<file path="src/rtl/apb_stream_mailbox_pkg.sv">
// Shared constants and types for the APB <-> stream mailbox.
// Register offsets are PADDR[4:2]; bit positions are within the 32-bit register.
package apb_stream_mailbox_pkg;

  localparam logic [2:0] REG_TXDATA = 3'd0;
  localparam logic [2:0] REG_RXDATA = 3'd1;
  localparam logic [2:0] REG_STATUS = 3'd2;
  localparam logic [2:0] REG_CTRL   = 3'd3;

  localparam int unsigned ST_TX_FULL      = 0;
  localparam int unsigned ST_TX_EMPTY     = 1;
  localparam int unsigned ST_RX_FULL      = 2;
  localparam int unsigned ST_RX_EMPTY     = 3;
  localparam int unsigned ST_TX_COUNT_LSB = 8;
  localparam int unsigned ST_RX_COUNT_LSB = 16;
  localparam int unsigned CNT_FIELD_W     = 4;

  localparam int unsigned CTRL_BLOCKING = 0;
  localparam int unsigned CTRL_RX_EV_EN = 1;
  localparam int unsigned CTRL_TX_EV_EN = 2;
  localparam int unsigned CTRL_TX_FLUSH = 3;
  localparam int unsigned CTRL_RX_FLUSH = 4;
  localparam int unsigned CTRL_STORE_W  = 3;

  localparam int unsigned WAIT_CNT_W = 8;

  typedef enum logic {
    WAIT_IDLE,
    WAIT_STALL
  } wait_state_e;

endpackage

</file>
<file path="src/rtl/apb_stream_mailbox_if.sv">
// APB completer bus bundle used by the mailbox.
interface apb_stream_mailbox_if #(
  parameter int unsigned APB_ADDR_WIDTH = 12
);
  logic [APB_ADDR_WIDTH-1:0] PADDR;
  logic [31:0]               PWDATA;
  logic                      PWRITE;
  logic                      PSEL;
  logic                      PENABLE;
  logic [31:0]               PRDATA;
  logic                      PREADY;
  logic                      PSLVERR;

  modport master (output PADDR, PWDATA, PWRITE, PSEL, PENABLE,
                  input  PRDATA, PREADY, PSLVERR);
  modport slave  (input  PADDR, PWDATA, PWRITE, PSEL, PENABLE,
                  output PRDATA, PREADY, PSLVERR);
endinterface

</file>
<file path="src/rtl/apb_stream_mailbox_fifo.sv">
// Register-based synchronous FIFO with single-cycle flush; DEPTH is a power of two.
module mailbox_fifo #(
  parameter int unsigned DATA_WIDTH = 32,
  parameter int unsigned DEPTH      = 8
) (
  input  logic                         clk,
  input  logic                         rst_n,
  input  logic                         push,
  input  logic                         pop,
  input  logic                         flush,
  input  logic [DATA_WIDTH-1:0]        data_i,
  output logic [DATA_WIDTH-1:0]        data_o,
  output logic                         full,
  output logic                         empty,
  output logic [$clog2(DEPTH):0]       count
);
  localparam int unsigned PW = $clog2(DEPTH);
  localparam int unsigned CW = PW + 1;

  logic [DATA_WIDTH-1:0] mem_q [DEPTH];
  logic [DATA_WIDTH-1:0] mem_d [DEPTH];
  logic [PW-1:0]         wr_ptr_q, wr_ptr_d, rd_ptr_q, rd_ptr_d;
  logic [CW-1:0]         count_q, count_d;
  logic                  do_push, do_pop;

  assign full   = (count_q == CW'(DEPTH));
  assign empty  = (count_q == '0);
  assign count  = count_q;
  assign data_o = mem_q[rd_ptr_q];

  // Flush wins over any same-cycle push/pop; pointers wrap naturally at DEPTH.
  always_comb begin
    do_push  = push & ~full;
    do_pop   = pop & ~empty;
    mem_d    = mem_q;
    wr_ptr_d = wr_ptr_q;
    rd_ptr_d = rd_ptr_q;
    count_d  = count_q;
    if (flush) begin
      wr_ptr_d = '0;
      rd_ptr_d = '0;
      count_d  = '0;
    end else begin
      if (do_push) begin
        mem_d[wr_ptr_q] = data_i;
        wr_ptr_d        = wr_ptr_q + PW'(1);
      end
      if (do_pop) begin
        rd_ptr_d = rd_ptr_q + PW'(1);
      end
      count_d = count_q + CW'(do_push) - CW'(do_pop);
    end
  end

  always_ff @(posedge clk or negedge rst_n) begin
    if (!rst_n) begin
      for (int i = 0; i < int'(DEPTH); i++) mem_q[i] <= '0;
      wr_ptr_q <= '0;
      rd_ptr_q <= '0;
      count_q  <= '0;
    end else begin
      mem_q    <= mem_d;
      wr_ptr_q <= wr_ptr_d;
      rd_ptr_q <= rd_ptr_d;
      count_q  <= count_d;
    end
  end
endmodule

</file>
<file path="src/rtl/apb_stream_mailbox.sv">
// APB completer moving 32-bit words between software and a TX/RX stream pair,
// with optional PREADY-stretching blocking accesses bounded by TIMEOUT.
module apb_stream_mailbox
  import apb_stream_mailbox_pkg::*;
#(
  parameter int unsigned APB_ADDR_WIDTH = 12,
  parameter int unsigned DEPTH          = 8,
  parameter int unsigned TIMEOUT        = 255
) (
  input  logic                        HCLK,
  input  logic                        HRESETn,
  apb_stream_mailbox_if.slave         apb,
  output logic [31:0]                 tx_data_o,
  output logic                        tx_valid_o,
  input  logic                        tx_ready_i,
  input  logic [31:0]                 rx_data_i,
  input  logic                        rx_valid_i,
  output logic                        rx_ready_o,
  output logic                        event_o
);
  localparam int unsigned CW = $clog2(DEPTH) + 1;

  wait_state_e             state_q, state_d;
  logic [WAIT_CNT_W-1:0]   wcnt_q, wcnt_d;
  logic [CTRL_STORE_W-1:0] ctrl_q, ctrl_d;
  logic                    event_q, event_d;

  logic [2:0]    reg_sel;
  logic          access, done, blocked, pready_c, pslverr_c, unmapped;
  logic          tx_push, tx_pop, tx_flush, rx_push, rx_pop, rx_flush;
  logic          tx_full, tx_empty, rx_full, rx_empty;
  logic [CW-1:0] tx_count, rx_count;
  logic [31:0]   rx_head, status, prdata_c;
  logic          unused_paddr;

  assign unused_paddr = ^{apb.PADDR[APB_ADDR_WIDTH-1:5], apb.PADDR[1:0]};
  assign reg_sel  = apb.PADDR[4:2];
  assign access   = apb.PSEL & apb.PENABLE;
  assign unmapped = reg_sel[2];
  assign blocked  = (apb.PWRITE  & (reg_sel == REG_TXDATA) & tx_full) |
                    (!apb.PWRITE & (reg_sel == REG_RXDATA) & rx_empty);

  // Wait FSM: stretch PREADY on blocked blocking accesses, give up after TIMEOUT.
  always_comb begin
    state_d   = state_q;
    wcnt_d    = wcnt_q;
    pready_c  = 1'b1;
    pslverr_c = 1'b0;
    if (!apb.PSEL) begin
      state_d = WAIT_IDLE;
      wcnt_d  = '0;
    end else if (access) begin
      if (unmapped) begin
        pslverr_c = 1'b1;
      end else if (blocked) begin
        if (!ctrl_q[CTRL_BLOCKING]) begin
          pslverr_c = 1'b1;
        end else if (state_q == WAIT_STALL && wcnt_q >= WAIT_CNT_W'(TIMEOUT)) begin
          pslverr_c = 1'b1;
          state_d   = WAIT_IDLE;
          wcnt_d    = '0;
        end else begin
          pready_c = 1'b0;
          state_d  = WAIT_STALL;
          if (state_q == WAIT_IDLE) wcnt_d = WAIT_CNT_W'(1);
          else if (wcnt_q != '1)    wcnt_d = wcnt_q + WAIT_CNT_W'(1);
        end
      end else begin
        state_d = WAIT_IDLE;
        wcnt_d  = '0;
      end
    end
  end

  assign done     = access & pready_c & ~pslverr_c;
  assign tx_push  = done & apb.PWRITE  & (reg_sel == REG_TXDATA);
  assign rx_pop   = done & !apb.PWRITE & (reg_sel == REG_RXDATA);
  assign tx_flush = done & apb.PWRITE  & (reg_sel == REG_CTRL) & apb.PWDATA[CTRL_TX_FLUSH];
  assign rx_flush = done & apb.PWRITE  & (reg_sel == REG_CTRL) & apb.PWDATA[CTRL_RX_FLUSH];
  assign tx_pop   = tx_valid_o & tx_ready_i;
  assign rx_push  = rx_valid_i & rx_ready_o;

  // CTRL storage, event level and read mux.
  always_comb begin
    ctrl_d = ctrl_q;
    if (done && apb.PWRITE && reg_sel == REG_CTRL) ctrl_d = apb.PWDATA[CTRL_STORE_W-1:0];
    event_d = (ctrl_q[CTRL_RX_EV_EN] & ~rx_empty) | (ctrl_q[CTRL_TX_EV_EN] & tx_empty);

    status                                     = '0;
    status[ST_TX_FULL]                         = tx_full;
    status[ST_TX_EMPTY]                        = tx_empty;
    status[ST_RX_FULL]                         = rx_full;
    status[ST_RX_EMPTY]                        = rx_empty;
    status[ST_TX_COUNT_LSB +: CNT_FIELD_W]     = CNT_FIELD_W'(tx_count);
    status[ST_RX_COUNT_LSB +: CNT_FIELD_W]     = CNT_FIELD_W'(rx_count);

    prdata_c = '0;
    if (access && !apb.PWRITE) begin
      case (reg_sel)
        REG_RXDATA: prdata_c = rx_head;
        REG_STATUS: prdata_c = status;
        REG_CTRL:   prdata_c = 32'(ctrl_q);
        default:    prdata_c = '0;
      endcase
    end
  end

  always_ff @(posedge HCLK or negedge HRESETn) begin
    if (!HRESETn) begin
      state_q <= WAIT_IDLE;
      wcnt_q  <= '0;
      ctrl_q  <= '0;
      event_q <= 1'b0;
    end else begin
      state_q <= state_d;
      wcnt_q  <= wcnt_d;
      ctrl_q  <= ctrl_d;
      event_q <= event_d;
    end
  end

  assign apb.PRDATA  = prdata_c;
  assign apb.PREADY  = pready_c;
  assign apb.PSLVERR = pslverr_c;
  assign tx_valid_o  = ~tx_empty;
  assign rx_ready_o  = ~rx_full;
  assign event_o     = event_q;

  mailbox_fifo #(.DATA_WIDTH(32), .DEPTH(DEPTH)) u_tx_fifo (
    .clk(HCLK), .rst_n(HRESETn), .push(tx_push), .pop(tx_pop), .flush(tx_flush),
    .data_i(apb.PWDATA), .data_o(tx_data_o), .full(tx_full), .empty(tx_empty),
    .count(tx_count)
  );

  mailbox_fifo #(.DATA_WIDTH(32), .DEPTH(DEPTH)) u_rx_fifo (
    .clk(HCLK), .rst_n(HRESETn), .push(rx_push), .pop(rx_pop), .flush(rx_flush),
    .data_i(rx_data_i), .data_o(rx_head), .full(rx_full), .empty(rx_empty),
    .count(rx_count)
  );
endmodule

</file>
<file path="src/flat_wrapper.sv">
// flat-port wrapper written by rule: the top's interface ports become plain ports
module apb_stream_mailbox_flat import apb_stream_mailbox_pkg::*;
#(
  parameter int unsigned APB_ADDR_WIDTH = 12,
  parameter int unsigned DEPTH          = 8,
  parameter int unsigned TIMEOUT        = 255
)
  (HCLK, HRESETn, tx_data_o, tx_valid_o, tx_ready_i, rx_data_i, rx_valid_i, rx_ready_o, event_o, apb_PADDR, apb_PWDATA, apb_PWRITE, apb_PSEL, apb_PENABLE, apb_PRDATA, apb_PREADY, apb_PSLVERR);
  apb_stream_mailbox_if #(.APB_ADDR_WIDTH(APB_ADDR_WIDTH)) apb_i ();
  input  logic HCLK;
  input  logic HRESETn;
  output logic [31:0] tx_data_o;
  output logic tx_valid_o;
  input  logic tx_ready_i;
  input  logic [31:0] rx_data_i;
  input  logic rx_valid_i;
  output logic rx_ready_o;
  output logic event_o;
  input wire logic [$bits(apb_i.PADDR)-1:0] apb_PADDR;
  input wire logic [$bits(apb_i.PWDATA)-1:0] apb_PWDATA;
  input wire logic [$bits(apb_i.PWRITE)-1:0] apb_PWRITE;
  input wire logic [$bits(apb_i.PSEL)-1:0] apb_PSEL;
  input wire logic [$bits(apb_i.PENABLE)-1:0] apb_PENABLE;
  output wire logic [$bits(apb_i.PRDATA)-1:0] apb_PRDATA;
  output wire logic [$bits(apb_i.PREADY)-1:0] apb_PREADY;
  output wire logic [$bits(apb_i.PSLVERR)-1:0] apb_PSLVERR;
  assign apb_i.PADDR = apb_PADDR;
  assign apb_i.PWDATA = apb_PWDATA;
  assign apb_i.PWRITE = apb_PWRITE;
  assign apb_i.PSEL = apb_PSEL;
  assign apb_i.PENABLE = apb_PENABLE;
  assign apb_PRDATA = apb_i.PRDATA;
  assign apb_PREADY = apb_i.PREADY;
  assign apb_PSLVERR = apb_i.PSLVERR;
  apb_stream_mailbox #(.APB_ADDR_WIDTH(APB_ADDR_WIDTH), .DEPTH(DEPTH), .TIMEOUT(TIMEOUT)) u_core (.HCLK(HCLK), .HRESETn(HRESETn), .apb(apb_i), .tx_data_o(tx_data_o), .tx_valid_o(tx_valid_o), .tx_ready_i(tx_ready_i), .rx_data_i(rx_data_i), .rx_valid_i(rx_valid_i), .rx_ready_o(rx_ready_o), .event_o(event_o));
endmodule
</file>
<file path="config.mk">
export PLATFORM = sky130hd
export DESIGN_NAME = apb_stream_mailbox_flat
export DESIGN_NICKNAME = d
export VERILOG_FILES = /design/src/rtl/apb_stream_mailbox_pkg.sv /design/src/rtl/apb_stream_mailbox_if.sv /design/src/rtl/apb_stream_mailbox_fifo.sv /design/src/rtl/apb_stream_mailbox.sv /design/src/flat_wrapper.sv
export SDC_FILE = /design/constraint.sdc
export NUM_CORES = 1
export LEC_CHECK = 0
export CELL_PAD_IN_SITES_DETAIL_PLACEMENT = 0
export CELL_PAD_IN_SITES_GLOBAL_PLACEMENT = 1
export CORE_ASPECT_RATIO = 1.25
export CORE_MARGIN = 2
export CORE_UTILIZATION = 55
export DETAILED_ROUTE_END_ITERATION = 12
export MAX_ROUTING_LAYER = met4
export PLACE_DENSITY = 0.95
export SLEW_MARGIN = 0
export SYNTH_ARGS = -nofsm -noshare
export SYNTH_HDL_FRONTEND = slang
export SYNTH_SLANG_ARGS = --single-unit
</file>
<file path="constraint.sdc">
create_clock -name HCLK -period 7.95 [get_ports HCLK]
set_clock_uncertainty 0.1 [all_clocks]
set_input_delay 1.9875 -clock HCLK [delete_from_list [all_inputs] [get_ports HCLK]]
set_output_delay 1.9875 -clock HCLK [all_outputs]
set_load 0.05 [all_outputs]
</file>
Yosys cells after proc, flatten, opt, wreduce, memory -nomap -nowiden
Cells that the tools add are included.
{ "totals": {"output_inout_bits": 69, "elab_cells": 153, "regBits": 545, "input_bits": 83} }
{ "op_classes": {"n_mux": 48, "bitwise": 35, "reduce_logical": 18, "eq_ne": 10, "n_lt_le_gt_ge": 7, "n_addsub": 9} }
{ "ops": {"columns": ["cell", "count"], "rows": [
  ["256-bit bitwise mux", 2],
  ["32-bit two-way mux", 7],
  ["32-bit binary-select mux with 3-bit select", 2],
  ["32-bit demux with 3-bit select", 2],
  ["32-bit case mux with 3 select lines", 1],
  ["8-bit two-way mux", 8],
  ["3-bit two-way mux", 8],
  ["1-bit bitwise AND", 22],
  ["4-bit greater-or-equal comparator (second input constant)", 4],
  ["1-bit two-way mux", 16],
  ["3-bit inverter with 4-bit output", 4],
  ["3-bit by 1-bit adder with 3-bit output (second input constant)", 4],
  ["4-bit by 1-bit adder with 4-bit output", 2],
  ["8-bit by 1-bit adder with 8-bit output (second input constant)", 1],
  ["4-bit == test (second input constant)", 2],
  ["8-bit greater-or-equal comparator (second input constant)", 1],
  ["4-bit logical NOT", 2],
  ["4-bit by 1-bit < comparator with 1-bit output (second input constant)", 2],
  ["4-bit two-way mux", 2],
  ["8-bit inequality test (second input constant)", 1],
  ["2-bit nonzero test", 4],
  ["4-bit by 1-bit subtractor with 4-bit output", 2],
  ["1-bit inverter", 7],
  ["3-bit by 2-bit == test with 1-bit output (second input constant)", 2],
  ["other kinds (12)", 19]
]} }

Logic depth before layout (Yosys ltp)
Gate-level depths: netlist of the first run.
{ "logic_depth": {"ltp_word": 16, "depth_mapped": 13, "depth_no_buf": 12} }

By module
From an unflattened synthesis of the first run, not the netlist that was laid out.
{ "hier_totals": {"hier_cells": 1599, "hier_area_um2": 25460.7} }
{ "modules_own_cells": {"columns": ["mod", "area_each_um2", "instances", "cells_each", "seq_area_each_um2"], "rows": [
  ["mailbox_fifo at u_core.u_rx_fifo", 12161.7, 1, 726, 6656.4],
  ["mailbox_fifo at u_core.u_tx_fifo", 12127.9, 1, 726, 6656.4],
  ["apb_stream_mailbox", 1171.1, 1, 147, 325.3]
]} }

Worst setup path before layout of the first run
No wires, ideal clock.
{ "synth_timing": {"path_kind": "input port to output port", "startpoint": "in apb_PADDR[4]", "endpoint": "out apb_PRDATA[10]", "t_required_ns": 5.863, "path_slack_ns": 1.945, "arrival_ns": 3.918, "stages": 4, "path_buffers": 1, "path_cell_list": "nor4bb_1 nand2_1 clkbuf_1 o32ai_1"} }
{ "synth_between": {"elab_chain_len": 3} }
{ "synth_lines": {"columns": ["element", "line_no", "rtl"], "rows": [
  ["start: declaration", "flat_wrapper.sv:19", "input wire logic [$bits(apb_i.PADDR)-1:0] apb_PADDR;"],
  ["3-bit by 2-bit == test with 1-bit output / 3-bit by 1-bit == test with 1-bit output (equally long branches)", "apb_stream_mailbox.sv:99", "case (reg_sel)"],
  ["32-bit case mux with 3 select lines (*)", "apb_stream_mailbox.sv:99", null],
  ["32-bit two-way mux (*)", "apb_stream_mailbox.sv:98", "if (access && !apb.PWRITE) begin"],
  ["end: declaration", "flat_wrapper.sv:24", "output wire logic [$bits(apb_i.PRDATA)-1:0] apb_PRDATA;"]
]} }
Mark *: on every way between the ends. The rest lies on a longest branch, timed or not.

Worst setup path after layout of the first run
{ "layout_timing": {"startpoint": "in apb_PENABLE", "endpoint": "out apb_PRDATA[7]"} }
{ "layout_between": {"elab_chain_len": 3} }
{ "layout_lines": {"columns": ["element", "line_no", "rtl"], "rows": [
  ["start: declaration", "flat_wrapper.sv:23", "input wire logic [$bits(apb_i.PENABLE)-1:0] apb_PENABLE;"],
  ["1-bit bitwise AND", "apb_stream_mailbox.sv:38", "assign access = apb.PSEL & apb.PENABLE;"],
  ["1-bit logical AND", "apb_stream_mailbox.sv:98", null],
  ["32-bit two-way mux", "apb_stream_mailbox.sv:98", null]
]} }
No other way between the ends.

==> flow_summary.toml, run 1 <==
[run_status]
outcome = "completed"

[worst_setup_path]
endpoint = "apb_PRDATA[7]"
r2r_cells = 7
r2r-start = "u_core.u_rx_fifo.count[2]$_DFF_PN0_"
setup.reg_to_reg.worst_slack_ns = 4.25
worstSetupPathType = "in2out"
cp.required_ns = 5.86
critPathArrivalTime_ns = 5.14
r2r-end = "u_core.u_rx_fifo.mem_q[50]$_DFFE_PN0P_"
crit_start = "apb_PENABLE"
path_max_fanout = 20
startpoint_type = "input pin"
critPathCaptureType = "output pin"

[drt]
vias_per_cell = 6.01
routed_wirelength_um = 54700
first_pass_iters = 4
drc = 0
num_vias = 14000
first_iter_violations = 650
wl_per_cell_um = 23.5
drtAntennaViolNets = 0

[clock_tree]
cts_root_buf = "clkbuf_16"
ctsHoldBuffers = 0
cts_setup_buffers = 0
cts.clk_slew.worst_paths_ns = 0.06
clock-sinks = 545
numCtsBuffers = 53
htree_levels = 2
cts_resized = 0
clock_latency_ns = 0.62
cts_tree = "done"
clockBufferDepth = 3

[power_and_ir_drop]
p_leak_uw = 0.0128
seqPwrFrac_pct = 44.0
swShare_pct = 29.4
p_per_area_nw_per_um2 = 323
p_int_uw = 6590
p_switching_uw = 2750
power.share.clock_pct = 28.1
pwr-share-comb_pct = 27.9
irDropWorstVdd_uv = 307

[layout]
final_cells = 2325
final_common_cell = "dfrtp_1"
multi_input_area_um2 = 11000
seq_area_um2 = 13600
post-route-util_pct = 64.0
final_design_area_no_fill_um2 = 29000
syn2layout_area_growth_pct = 14.6
drive_above_1_share_pct = 45.9
nets = 1804
layout_common_cells = "dfrtp_1, mux2_2, clkdlybuf4s50_1"
fillers = 3166

[synthesis]
synth_ff_type = "dfrtp_1"
ys_ff_latch = 545
synth-async-reset-ratio_pct = 100
seq_area_frac_synth_pct = 53.9
yosys.area_share.simple_pct = 3.06
synth_top_family_by_area = "multiplexers"
muxShareOfSynthArea_pct = 37.7
synth_area_leaders = "dfrtp_1, mux2_2, mux4_2, mux2_4, mux2_1"
synth_compound_area_share_pct = 1.29
synth_fa_ha_area_share_pct = 1.00
synth_nets = 1679
synth-warning-count = 0
avgSynthCellArea_um2 = 16.0
syn-cell-area_um2 = 25300
synth_xor_area_share_pct = 0.346
synthDominantCellAreaShare_pct = 53.9
synth_edf_count = 0
syn_inst = 1577
synth.distinct_cells = 55
synth_area_leader_cell = "dfrtp_1"

[placed_design]
place_ws_ns = 0.811
hpwlAfterDp_um = 32500
place_inst = 2225
place_area_um2 = 27100
io_buffers = 142
place_congestion = 0.762

[floorplan]
core_area_um2 = 45300
dieArea_um2 = 47700
num_io_pins = 152
die_h_um = 244
rows = 87
die_x_um = 196
initial_utilization_pct = 55.8

[timing]
relSlewSlack_pct = 21.5
setup_viol_count_final = 0
fmax_mhz = 138
hold_violations = 0
tightest_slew_ns = 1.18
finalWorstSetupSlack_ns = 0.725
final_max_slew_viol_count = 0
setup_tns_ns = 0
post-route-period-util_pct = 90.9
period_needed_ns = 7.23
rsz0062_at_grt = "no"

[grt]
grt_usage_pct = 24.6
grt_pass1_wl_um = 88400
antenna_found_initial = 1
grt_overflow = 0
grt_pass1_vias = 15600
grt_max_degree = 189

[worst_hold_path]
min_path_type = "reg2reg"
hold_path_startpoint = "u_core.u_rx_fifo.mem_q[254]$_DFFE_PN0P_"
holdPathStages = 1

[run]
max_cap_viol_count = 0
[final cells by class]
cell class                      instances  area share (%)
Antenna cell                            2          0.0173
Clock buffer                           77            5.34
Clock inverter                         21           0.937
Inverter                               23           0.298
Multi-Input combinational cell        905            38.0
Sequential cell                       545            47.1
Tap cell                              578            2.50
Timing Repair Buffer                  174            5.76
[power groups by stage]
| stage | clock [uW] | sequential [uW] | combinational (uW) |
|---|---|---|---|
| after floorplan | 0 | 3860 | 2170 |
| after global placement | 0 | 4070 | 2540 |
| after detailed placement | 0 | 4150 | 2640 |
| after CTS | 2680 | 4110 | 2650 |
| after global routing | 2800 | 4210 | 2820 |
| final | 2620 | 4110 | 2610 |
[registers in the layout, indices dropped and copies added, names as in the netlist]
register                   count
u_core.ctrl_q                  3
u_core.event_o                 1
u_core.state_q                 1
u_core.u_rx_fifo.count         4
u_core.u_rx_fifo.mem_q       256
u_core.u_rx_fifo.rd_ptr_q      3
u_core.u_rx_fifo.wr_ptr_q      3
u_core.u_tx_fifo.count         4
u_core.u_tx_fifo.mem_q       256
u_core.u_tx_fifo.rd_ptr_q      3
u_core.u_tx_fifo.wr_ptr_q      3
u_core.wcnt_q                  8
[worst max-delay path, stage by stage]
cell and delay, ns:
clkdlybuf4s50_1 0.54, nor4bb_1 0.47, nand2_1 0.71, buf_4 0.45
nor2_1 0.14, clkdlybuf4s50_1 0.82
[cell families (layout without fill, tap and decap cells)]
kind of cell	after synthesis	in the layout
simple gates	123	123
compound gates	47	47
xor+xnor	10	10
fa+ha+maj	19	19
mux	706	706
buf+inv	127	295
other cells	0	2
flops	545	545
[layer usage]
layer  part of all wire, %  GRT usage [%]  vias up
met2                    52           41.9      278
met3                   5.0           4.96       83
met5                     0              -        -
li1                      -              -     6118
met1                    41           30.4     7505
met4                   1.9           5.88        0
[metrics by stage]
stage | hold slack, ns | total power (uW)
final | 0.383 | 9340
after global routing | 0.407 | 9820
after CTS | 0.388 | 9430
after detailed placement | 0.375 | 6780
after global placement | 0.362 | 6610
after floorplan | 0.353 | 6030
[Yosys cell counts, types with 7 or more instances]
cell type / n
nor2_1: 40
mux2i_1: 32
mux2_1: 29
nor2b_1: 7
inv_1: 22
a21oi_1: 10
buf_2: 31
mux2_2: 467
o32ai_1: 7
buf_4: 27
nand3_1: 11
ha_1: 17
dfrtp_1: 545
mux4_2: 128
mux2_4: 50
o21ai_0: 8
nand2_1: 21
clkbuf_1: 34
[worst min path at each step]
stage | end | slack, ns
floorplan | u_core.u_rx_fifo.mem_q[150]$_DFFE_PN0P_ | 0.35
global placement | u_core.u_rx_fifo.mem_q[151]$_DFFE_PN0P_ | 0.36
detailed placement | u_core.u_rx_fifo.mem_q[150]$_DFFE_PN0P_ | 0.37
CTS | u_core.u_rx_fifo.mem_q[254]$_DFFE_PN0P_ | 0.39
global route | u_core.u_tx_fifo.mem_q[161]$_DFFE_PN0P_ | 0.41
finish | u_core.u_rx_fifo.mem_q[254]$_DFFE_PN0P_ | 0.38
Power figures use the tool's default switching activity.
==> run 2: changes to the inputs <==
--- a/config.mk
+++ b/config.mk
@@ -10,7 +10,9 @@
 export CORE_ASPECT_RATIO = 1.25
 export CORE_MARGIN = 2
 export CORE_UTILIZATION = 55
+export CTS_BUF_LIST = sky130_fd_sc_hd__clkbuf_16
 export DETAILED_ROUTE_END_ITERATION = 12
+export GPL_ROUTABILITY_DRIVEN = 1
 export MAX_ROUTING_LAYER = met4
 export PLACE_DENSITY = 0.95
 export SLEW_MARGIN = 0
==> constraint.sdc (replaced) <==
create_clock -name HCLK -period 9.01 [get_ports HCLK]
set_clock_uncertainty 0.1 [all_clocks]
set_input_delay 2.2525 -clock HCLK [delete_from_list [all_inputs] [get_ports HCLK]]
set_output_delay 2.2525 -clock HCLK [all_outputs]
set_load 0.05 [all_outputs]
==> flow_summary.toml, run 2 (synthesized netlist as in run 1, its figures left out) <==
[floorplan]
rows = 87
die_h_um = 244
initial_utilization_pct = 55.8
die_x_um = 196
dieArea_um2 = 47700
num_io_pins = 152
core_area_um2 = 45300

[grt]
grt_pass1_wl_um = 87100
antenna_found_initial = 5
grt_max_degree = 204
grt_overflow = 0
grt_usage_pct = 24.1
grt_pass1_vias = 15500

[worst_setup_path]
critPathArrivalTime_ns = 5.46
cp_num_buf_inv = 4
path_max_fanout = 21
crit_chain = "clkdlybuf4s50_1 -> or4b_2 -> o22ai_1 -> buf_4 -> nor3b_1 -> inv_1 -> clkdlybuf4s50_1"
worstSetupPathType = "in2out"
r2r_cells = 7
slowest_stage = "clkdlybuf4s50_1"
crit_path_frequent_cell = "clkdlybuf4s50_1"
r2r-end = "u_core.u_rx_fifo.mem_q[46]$_DFFE_PN0P_"
crit_family = "buffers and inverters"
critPathCaptureType = "output pin"
startpoint_type = "input pin"
r2r-start = "u_core.u_rx_fifo.count[2]$_DFF_PN0_"
max_stage_delay_ns = 0.81
setup.reg_to_reg.worst_slack_ns = 5.43
cp.required_ns = 6.66

[clock_tree]
cts_tree = "done"
ctsHoldBuffers = 0
cts_root_buf = "clkbuf_16"
numCtsBuffers = 53
clockBufferDepth = 3
clock-sinks = 545
clock_latency_ns = 0.63
cts_resized = 0
htree_levels = 2
cts_setup_buffers = 0
cts.clk_slew.worst_paths_ns = 0.06

[placed_design]
place_congestion = 0.747
hpwlAfterDp_um = 32000
io_buffers = 142

[drt]
first_iter_violations = 695
drtAntennaViolNets = 0
first_pass_iters = 4
wl_per_cell_um = 23.5
num_vias = 14000
routed_wirelength_um = 54500
drc = 0
vias_per_cell = 6.06

[layout]
nets = 1799
top_regs = "u_core.u_rx_fifo.mem_q: 256 flops, u_core.u_tx_fifo.mem_q: 256 flops, u_core.wcnt_q: 8 flops"
final_common_cell = "dfrtp_1"
fillers = 3209
syn2layout_area_growth_pct = 13.7
post-route-util_pct = 63.5
layout_common_cells = "dfrtp_1, mux2_2, clkdlybuf4s50_1"
multi_input_area_um2 = 11000
seq_area_um2 = 13600
drive_above_1_share_pct = 44.3

[timing]
final_max_slew_viol_count = 0
rsz0062_at_grt = "no"
post-route-period-util_pct = 86.7
relSlewSlack_pct = 23.9
setup_viol_count_final = 0
tightest_slew_ns = 1.14
period_needed_ns = 7.81
setup_tns_ns = 0
fmax_mhz = 128
hold_violations = 0

[run]
max_cap_viol_count = 0

[worst_hold_path]
min_path_type = "reg2reg"
hold_end = "u_core.u_rx_fifo.mem_q[21]$_DFFE_PN0P_"
holdPathStages = 1
hold_path_startpoint = "u_core.u_rx_fifo.mem_q[21]$_DFFE_PN0P_"

[power_and_ir_drop]
irDropWorstVdd_uv = 214
p_per_area_nw_per_um2 = 278
p_leak_uw = 0.0127

[run_status]
outcome = "completed"
-- run 2: changes by cell type in the layout (fill, tap and decap cells not counted), moves of 9 or more --
cell | before | now
clkdlybuf4s50_1 | 132 | 141
buf_4 | 39 | 25
clkbuf_1 | 11 | 0
clkbuf_8 | 13 | 0
inv_1 | 22 | 34
clkinv_1 | 0 | 13
-- run 2: cell type report --
cell class / count / area share (%)
Clock buffer: 53 / 4.61
Inverter: 23 / 0.300
Antenna cell: 5 / 0.0435
Clock inverter: 41 / 0.984
Timing Repair Buffer: 169 / 5.75
Sequential cell: 545 / 47.5
Tap cell: 578 / 2.52
Multi-Input combinational cell: 905 / 38.3
-- run 2: per-stage QoR --
step	total power (uW)	std cells	hold slack, ns	setup slack, ns	cell area [um^2]
finish	8010	2319	0.385	1.20	28800
global route	8400	2319	0.403	0.962	28800
CTS	8080	2314	0.389	1.21	28700
detailed placement	5970	2220	0.373	1.22	27100
global placement	5830	2220	0.362	1.26	27100
floorplan	5320	1577	0.353	2.47	25300
-- run 2: how the worst max path moves through the flow --
stage               cells after the start  slack [ns]          from        endpoint
floorplan                               4        2.47  apb_PADDR[4]  apb_PRDATA[10]
global placement                        7        1.26  apb_PADDR[2]      apb_PREADY
detailed placement                      7        1.22  apb_PADDR[2]      apb_PREADY
CTS                                     7        1.21  apb_PADDR[2]      apb_PREADY
global route                            7        0.96  apb_PADDR[2]      apb_PREADY
finish                                  7        1.20  apb_PADDR[2]      apb_PREADY
-- run 2: where the power goes --
| part | switching [uW] | internal (uW) |
|---|---|---|
| Combinational | 985 | 1330 |
| Sequential | 467 | 3140 |
| Clock | 955 | 1130 |
-- run 2: metal layers --
metal / vias to the layer above / track usage, % / wire length, um
met2: 285 / 40.5 / 27900
met1: 7540 / 30.0 / 22500
met5: - / - / 0
li1: 6122 / - / -
met4: 0 / 8.20 / 1630
met3: 96 / 4.04 / 2420
-- run 2: worst register-to-register path: stages (launching register included) --
cell and delay [ns]:
dfrtp_1 0.33, inv_1 0.08, ha_1 0.20, or3b_2 0.26, nand2_1 0.49, nor4_4 1.07, buf_4 0.51, mux2_2 0.41
==> run 3: changes to the inputs <==
==> constraint.sdc (replaced) <==
create_clock -name HCLK -period 9.01 [get_ports HCLK]
set_clock_uncertainty 0.1 [all_clocks]
set_input_delay 2.2525 -clock HCLK [delete_from_list [all_inputs] [get_ports HCLK]]
set_output_delay 2.2525 -clock HCLK [all_outputs]
set_load 0.005 [all_outputs]
==> flow_summary.toml, run 3 (synthesized netlist as in run 1, its figures left out) <==
[clock_tree]
ctsHoldBuffers = 0
clockBufferDepth = 3
htree_levels = 2
cts_setup_buffers = 0
clock_latency_ns = 0.62
clock-sinks = 545
numCtsBuffers = 54
cts_root_buf = "clkbuf_16"
cts_resized = 0
cts.clk_slew.worst_paths_ns = 0.06
cts_tree = "done"

[worst_setup_path]
crit_family = "buffers and inverters"
startpoint_type = "input pin"
slowest_stage = "or4b_2"
crit_chain = "clkdlybuf4s50_1 -> buf_4 -> or4b_2 -> o22ai_1 -> buf_4 -> nor3b_1 -> inv_1 -> clkdlybuf4s50_1"
critPathCaptureType = "output pin"
r2r-start = "u_core.u_rx_fifo.count[2]$_DFF_PN0_"
critPathArrivalTime_ns = 4.84
setup.reg_to_reg.worst_slack_ns = 5.31
r2r_cells = 7
max_stage_delay_ns = 0.61
crit_start = "apb_PADDR[2]"
worstSetupPathType = "in2out"
path_max_fanout = 21
endpoint = "apb_PREADY"
cp_num_buf_inv = 5
worstSetupPathDepth = 8
cp.required_ns = 6.66
r2r-end = "u_core.u_rx_fifo.mem_q[142]$_DFFE_PN0P_"

[grt]
use_met1_pct = 30.8
antenna_found_initial = 4
grtUsageMet2_pct = 41.3
met3_usage_pct = 3.99
grt_pass1_vias = 15600
grt_pass1_wl_um = 88600
grt_max_degree = 211
grt_usage_pct = 24.5
top_usage_layer = "met2"
grt_overflow = 0

[placed_design]
hpwlAfterDp_um = 32000
place_congestion = 0.753
io_buffers = 142

[power_and_ir_drop]
p_total_uw = 8070
p_per_area_nw_per_um2 = 279
irDropWorstVdd_uv = 205
p_leak_uw = 0.0128

[drt]
num_vias = 14100
first_pass_iters = 5
drtAntennaViolNets = 0
vias_per_cell = 6.05
drc = 0
wl_per_cell_um = 23.5
routed_wirelength_um = 54500
first_iter_violations = 774

[timing]
fmax_mhz = 139
period_needed_ns = 7.20
rsz0062_at_grt = "no"
tightest_slew_ns = 1.22
relSlewSlack_pct = 18.4
hold_violations = 0
final_max_slew_viol_count = 0
post-route-period-util_pct = 79.9
setup_viol_count_final = 0
setup_tns_ns = 0

[floorplan]
initial_utilization_pct = 55.8
core_area_um2 = 45300
dieArea_um2 = 47700
die_x_um = 196
num_io_pins = 152
rows = 87
die_h_um = 244

[run]
max_cap_viol_count = 0

[worst_hold_path]
min_path_type = "reg2reg"

[layout]
fillers = 3224
final_common_cell = "dfrtp_1"
syn2layout_area_growth_pct = 14.5
layout_common_cells = "dfrtp_1, mux2_2, clkdlybuf4s50_1"
drive_above_1_share_pct = 44.6
nets = 1801
top_regs = "u_core.u_rx_fifo.mem_q: 256 flops, u_core.u_tx_fifo.mem_q: 256 flops, u_core.wcnt_q: 8 flops"

[run_status]
outcome = "completed"
==> run 3: worst reg2reg max path, stage by stage (launching register included) <==
cell     delay [ns]
dfrtp_1        0.32
inv_1          0.07
ha_1           0.19
or3b_2         0.28
nand2_1        0.51
nor4_4         1.20
buf_4          0.50
mux2_2         0.39
==> run 3: cell type report <==
class                   count  area (um^2)  area share (%)
well taps                 578          723            2.50
diodes                      4         10.0          0.0346
inverters                  23         86.3           0.298
repair buffers            170         1660            5.74
clock inverters            44          439            1.52
multi-input cells         905        11000            38.0
clock buffers              55         1380            4.75
flip-flops and latches    545        13600            47.1
==> run 3: worst min-delay path by stage <==
stage,from,depth (start not counted),endpoint
after floorplan,u_core.u_rx_fifo.mem_q[150]$_DFFE_PN0P_,1,u_core.u_rx_fifo.mem_q[150]$_DFFE_PN0P_
after global placement,u_core.u_rx_fifo.mem_q[155]$_DFFE_PN0P_,1,u_core.u_rx_fifo.mem_q[155]$_DFFE_PN0P_
after detailed placement,u_core.u_rx_fifo.mem_q[155]$_DFFE_PN0P_,1,u_core.u_rx_fifo.mem_q[155]$_DFFE_PN0P_
after CTS,u_core.u_rx_fifo.mem_q[155]$_DFFE_PN0P_,1,u_core.u_rx_fifo.mem_q[155]$_DFFE_PN0P_
after global routing,u_core.u_rx_fifo.mem_q[152]$_DFFE_PN0P_,1,u_core.u_rx_fifo.mem_q[152]$_DFFE_PN0P_
final,u_core.u_rx_fifo.mem_q[155]$_DFFE_PN0P_,1,u_core.u_rx_fifo.mem_q[155]$_DFFE_PN0P_
==> run 3: metrics by stage <==
| step | utilization (%) | setup slack, ns | hold slack [ns] | cell area (um^2) | instances |
|---|---|---|---|---|---|
| after floorplan | - | 3.02 | 0.353 | 25300 | 1577 |
| after global routing | 63.9 | 1.61 | 0.403 | 29000 | 2324 |
| after detailed placement | 59.9 | 1.79 | 0.369 | 27100 | 2221 |
| after global placement | 59.9 | 1.82 | 0.362 | 27100 | 2221 |
| after CTS | 63.9 | 1.78 | 0.383 | 28900 | 2320 |
| final | 63.9 | 1.81 | 0.380 | 29000 | 2324 |
==> run 3: report_power, final <==
group | leakage, uW | internal (uW) | switching, uW
sequential | 0.00703 | 3140 | 454
combinational | 0.00484 | 1330 | 858
clock | 0.000908 | 1320 | 976
==> run 3: layer usage <==
metal | part of all wire (%) | up-vias
met2 | 52 | 278
li1 | - | 6142
met4 | 2.3 | 0
met3 | 4.1 | 78
met5 | 0 | -
met1 | 41 | 7567
